===== src/rtl/reaction_timer_ctrl.sv =====
// Reaction-time game sequencer: random pre-stimulus delay, LED stimulus,
// millisecond reaction measurement with cheat and no-response detection.
module reaction_timer_ctrl #(
    parameter int unsigned MIN_DELAY  = 1000,
    parameter int unsigned MAX_RESULT = 9999
) (
    input  logic        ms_clk,
    input  logic        reset,
    input  logic        start,
    input  logic        stop,
    input  logic [10:0] rnd_cnt,
    output logic        led,
    output logic        busy,
    output logic [13:0] result,
    output logic        result_valid,
    output logic        cheat,
    output logic        timeout
);

    localparam int unsigned DELAY_W = 12;
    localparam int unsigned REACT_W = 14;

    typedef enum logic [2:0] {
        IDLE,
        WAIT,
        REACT,
        DONE,
        CHEAT
    } state_t;

    state_t               state;
    logic                 start_q;
    logic                 stop_q;
    logic [DELAY_W-1:0]   delay_cnt;
    logic [REACT_W-1:0]   react_cnt;
    logic                 start_edge;
    logic                 stop_edge;
    logic [DELAY_W-1:0]   delay_load;

    assign start_edge = start & ~start_q;
    assign stop_edge  = stop & ~stop_q;
    assign delay_load = DELAY_W'(MIN_DELAY) + DELAY_W'(rnd_cnt);

    // Button history loads even during reset so a held button gives no edge.
    always_ff @(posedge ms_clk) begin
        start_q <= start;
        stop_q  <= stop;
        if (reset) begin
            state        <= IDLE;
            delay_cnt    <= '0;
            react_cnt    <= '0;
            led          <= 1'b0;
            busy         <= 1'b0;
            result       <= '0;
            result_valid <= 1'b0;
            cheat        <= 1'b0;
            timeout      <= 1'b0;
        end else begin
            case (state)
                IDLE, DONE, CHEAT: begin
                    if (start_edge) begin
                        state        <= WAIT;
                        delay_cnt    <= delay_load;
                        led          <= 1'b0;
                        busy         <= 1'b1;
                        result_valid <= 1'b0;
                        cheat        <= 1'b0;
                        timeout      <= 1'b0;
                    end
                end
                WAIT: begin
                    if (stop_edge) begin
                        state  <= CHEAT;
                        led    <= 1'b0;
                        busy   <= 1'b0;
                        cheat  <= 1'b1;
                        result <= '0;
                    end else begin
                        delay_cnt <= delay_cnt - DELAY_W'(1);
                        if (delay_cnt == DELAY_W'(1)) begin
                            state     <= REACT;
                            led       <= 1'b1;
                            react_cnt <= '0;
                        end
                    end
                end
                REACT: begin
                    if (stop_edge) begin
                        state        <= DONE;
                        result       <= react_cnt;
                        led          <= 1'b0;
                        busy         <= 1'b0;
                        result_valid <= 1'b1;
                    end else if (react_cnt == REACT_W'(MAX_RESULT)) begin
                        state        <= DONE;
                        result       <= REACT_W'(MAX_RESULT);
                        led          <= 1'b0;
                        busy         <= 1'b0;
                        result_valid <= 1'b1;
                        timeout      <= 1'b1;
                    end else begin
                        react_cnt <= react_cnt + REACT_W'(1);
                    end
                end
                default: begin
                    state <= IDLE;
                end
            endcase
        end
    end

endmodule


===== config.mk =====
export PLATFORM = sky130hd
export DESIGN_NAME = reaction_timer_ctrl
export DESIGN_NICKNAME = d
export VERILOG_FILES = /design/src/rtl/reaction_timer_ctrl.sv
export SDC_FILE = /design/constraint.sdc
export NUM_CORES = 1
export LEC_CHECK = 0
export CAP_MARGIN = 15
export CORE_MARGIN = 2
export CORE_UTILIZATION = 55
export DETAILED_ROUTE_END_ITERATION = 10
export PLACE_DENSITY_LB_ADDON = 0.15
export SLEW_MARGIN = 20
export SYNTH_ARGS = -nofsm -noshare
export SYNTH_HDL_FRONTEND = slang
export SYNTH_SLANG_ARGS = --single-unit

===== constraint.sdc =====
create_clock -name ms_clk -period 2.3 [get_ports ms_clk]
set_input_delay 0.23 -clock ms_clk [delete_from_list [all_inputs] [get_ports ms_clk]]
set_output_delay 0.23 -clock ms_clk [all_outputs]
set_load 0.1 [all_outputs]

==> impl_metrics.yaml <==
global_route:
  grt_start_max_net_pins: 34
  grt_pass1_wl_um: 10400
  grt_pass1_vias: 2221
  grt-ovfl-total: 0
  top_usage_layer: "met2"
  use_met3_pct: 4.70
  antenna_found_initial: 0
  grt.total_usage_pct: 24.7
  grtUsageMet1_pct: 36.1
  met2_usage_pct: 36.8
clock_network:
  cts-buffers-inserted: 5
  clock-sinks: 50
  clock_latency_ns: 0.30
  post_cts_buffers: 0
  cts_buffer_depth: 2
  tritoncts: "done"
  root_buffer: "clkbuf_8"
  htree_levels: 2
  clk_pin_slew_ns: 0.09
  hold_buffers: 0
power_and_ir_drop:
  p_per_area_mw_per_mm2: 1020
  power_frac_clock_pct: 19.3
  leakage_nw: 1.17
  p_switching_mw: 1.35
  total_power_mw: 3.17
  intPower_mw: 1.82
  comb_power_share_pct: 45.7
  irDropWorstVdd_uv: 788
  swShare_pct: 42.6
  pwr-share-seq_pct: 35.0
finish:
  nNetsFinal: 380
  insertedDiodeCount: 0
  syn_to_final_growth_pct: 18.9
  drive_gt1_share_pct: 15.5
worst_setup_path:
  critPathLaunchType: "flop"
  critPathMaxFanout: 12
  r2r_slack_ns: 0.11
  critPathArrivalTime_ns: 2.42
  r2r-end: "react_cnt[5]"
  cp-end-kind: "flop"
  cp.required_ns: 2.53
  r2r_cells: 5
  regToRegStartpoint: "react_cnt[6]"
  setup.worst_path.class: "reg2reg"
logic_synthesis:
  yosysSeqAreaShare_pct: 38.4
  ys_types: 53
  synth_area_per_cell_um2: 8.09
  synth_top_area_share_pct: 38.4
  synth_seq_cells: 50
  netlist_area_mm2: 0.00261
  synthCells: 322
  ys_warn_count: 0
  synth_edf_count: 0
  postSynth.asyncResetShare_pct: 0
  yosys.area.top_type: "dfxtp_1"
  ys_dominant_reg_cell: "dfxtp_1"
  synth_fp_nets: 341
  synth_top_cells_by_area: "dfxtp_1 38%, a21oi_1 6.1%, o21ai_0 6.0%"
timing:
  worst_clock_skew_ns: 0.00491
  setup_viol: 0
  worst_pin_slew_ns: 0.618
  hold_viol: 0
  relSlewSlack_pct: 58.6
  fmax_ghz: 0.457
  period_needed_ns: 2.19
  drv_slew: 0
  setup_ws_ns: 0.113
  rsz0062_at_grt: "true"
  period_share_pct: 95.1
placed_design:
  dp_hpwl_um: 4330
  place_ws_ns: 0.120
  routabilityCongestion: 0.855
  portBuffers: 33
min_path:
  hold_start: "start"
  holdPathEnd: "start_q"
  min_path_type: "in2reg"
  min_path_cells: 1
detailed_routing:
  drt_wl_total_um: 6110
  ant_nets: 0
  drt-pass1-iter-count: 5
  drt-vias-per-instance: 5.91
  dr_total_vias: 2454
  drt_iter0_drc: 182
  drc: 0
  wl_per_cell_um: 14.7
die:
  die_y_um: 72.8
  dieArea_mm2: 0.00530
  rows: 25
  die_x_um: 72.8
  initial_core_util_pct: 56.3
  ioPinCount: 34
  core_area_mm2: 0.00463
outcome:
  status: "finished, final reports clean"
flow_run:
  drv_cap: 0
-- repair_timing --
action                     4_1_cts  5_1_grt
setup endpoints to repair        0       13
resized for setup                0        1
hold endpoints to repair         0        0
-- worst max path at each step --
stage | end | start | cells past startpoint
after CTS | result[3] | react_cnt[6] | 5
after global placement | busy | react_cnt[6] | 5
after global routing | result[3] | react_cnt[6] | 5
after floorplan | result[0] | react_cnt[6] | 6
after detailed placement | result[3] | react_cnt[6] | 5
final | react_cnt[5] | react_cnt[6] | 5
-- flip-flops by register name (all words and copies together), names as in the netlist --
| name | count |
|---|---|
| result_valid | 1 |
| delay_cnt | 12 |
| react_cnt | 14 |
| start_q | 1 |
| result | 14 |
| busy | 1 |
| cheat | 1 |
| stop_q | 1 |
| timeout | 1 |
| state | 3 |
| led | 1 |
-- power groups by stage --
stage	Sequential (mW)	Clock, mW	Combinational, mW
2_1_floorplan	1.29	0	0.894
3_3_place_gp	1.12	0	1.40
3_5_place_dp	1.13	0	1.42
4_1_cts	1.10	0.629	1.43
5_1_grt	1.13	0.663	1.60
6_report	1.11	0.613	1.45
-- worst max-delay path, stage by stage (launching register included) --
cell	delay (ns)
dfxtp_1	0.38
or4b_4	0.56
or4_4	0.60
a22oi_1	0.30
o21ai_0	0.14
a21oi_1	0.14
-- area by class of cell --
class                           instances  area, µm²
Fill cell                             436       1530
Clock buffer                            5       68.8
Timing Repair Buffer                   50        410
Sequential cell                        50       1000
Tap cell                               54       67.6
Inverter                                8       30.0
Clock inverter                          2       38.8
Multi-Input combinational cell        246       1480
-- logic make-up (layout without fill, tap and decap cells) --
family	count (synthesis)	after routing	share of synthesized area [%]
multiplexers	1	1	0.384
buffers and inverters	27	65	5.33
flip-flops	50	50	38.4
XOR/XNOR	16	16	5.38
AND/OR/NAND/NOR	123	123	24.4
AO/OA/AOI/OAI	101	102	24.2
adder cells (fa/ha/maj)	4	4	1.92
-- cells in the mapped netlist (2+ instances only) --
cell and n:
buf_6 2, nor3_1 9, nor4_1 3, and3_1 8
dfxtp_1 50, nand2b_1 4, o31ai_1 3, nand4_1 5
dlygate4sd3_1 2, a21oi_1 32, or2_2 2, ha_1 4
or3_1 2, nand2_1 21, clkbuf_1 11, xnor2_1 3
nand3_1 13, or3b_2 2, a221oi_1 2, buf_2 2
and4_1 2, o21ai_0 31, and2_1 3, buf_4 2
nor3b_1 3, nor2_1 38, a32oi_1 2, a2111oi_0 2
a22o_1 2, xor2_1 13, o211ai_1 2, a211oi_1 13
a31oi_1 2, inv_1 8
-- routing by layer --
metal	part of all wire, %	vias to the layer above	wire length (µm)
met4	0.70	0	43
li1	-	1247	-
met5	0	-	0
met1	50	1143	3030
met2	45	59	2740
met3	4.8	5	293
-- stage by stage --
stage	util (%)	hold slack [ns]	instance area, µm²	setup TNS (ns)	cells
global placement	64.3	0.437	2980	0	407
detailed placement	64.3	0.438	2980	0	407
global route	66.9	0.386	3100	-0.0209	415
CTS	66.6	0.381	3080	0	414
finish	66.9	0.388	3100	0	415
floorplan	-	0.258	2610	0	322
-- cell usage in the layout, fill, tap and decap left out, types with 9 or more instances in the layout --
cell | netlist | final
nand2_1 | 21 | 21
clkdlybuf4s50_1 | 0 | 14
buf_4 | 2 | 36
a21oi_1 | 32 | 32
dfxtp_1 | 50 | 50
xor2_1 | 13 | 13
a211oi_1 | 13 | 13
nand3_1 | 13 | 13
o21ai_0 | 31 | 31
nor3_1 | 9 | 9
nor2_1 | 38 | 38
Power figures use the tool's default switching activity.
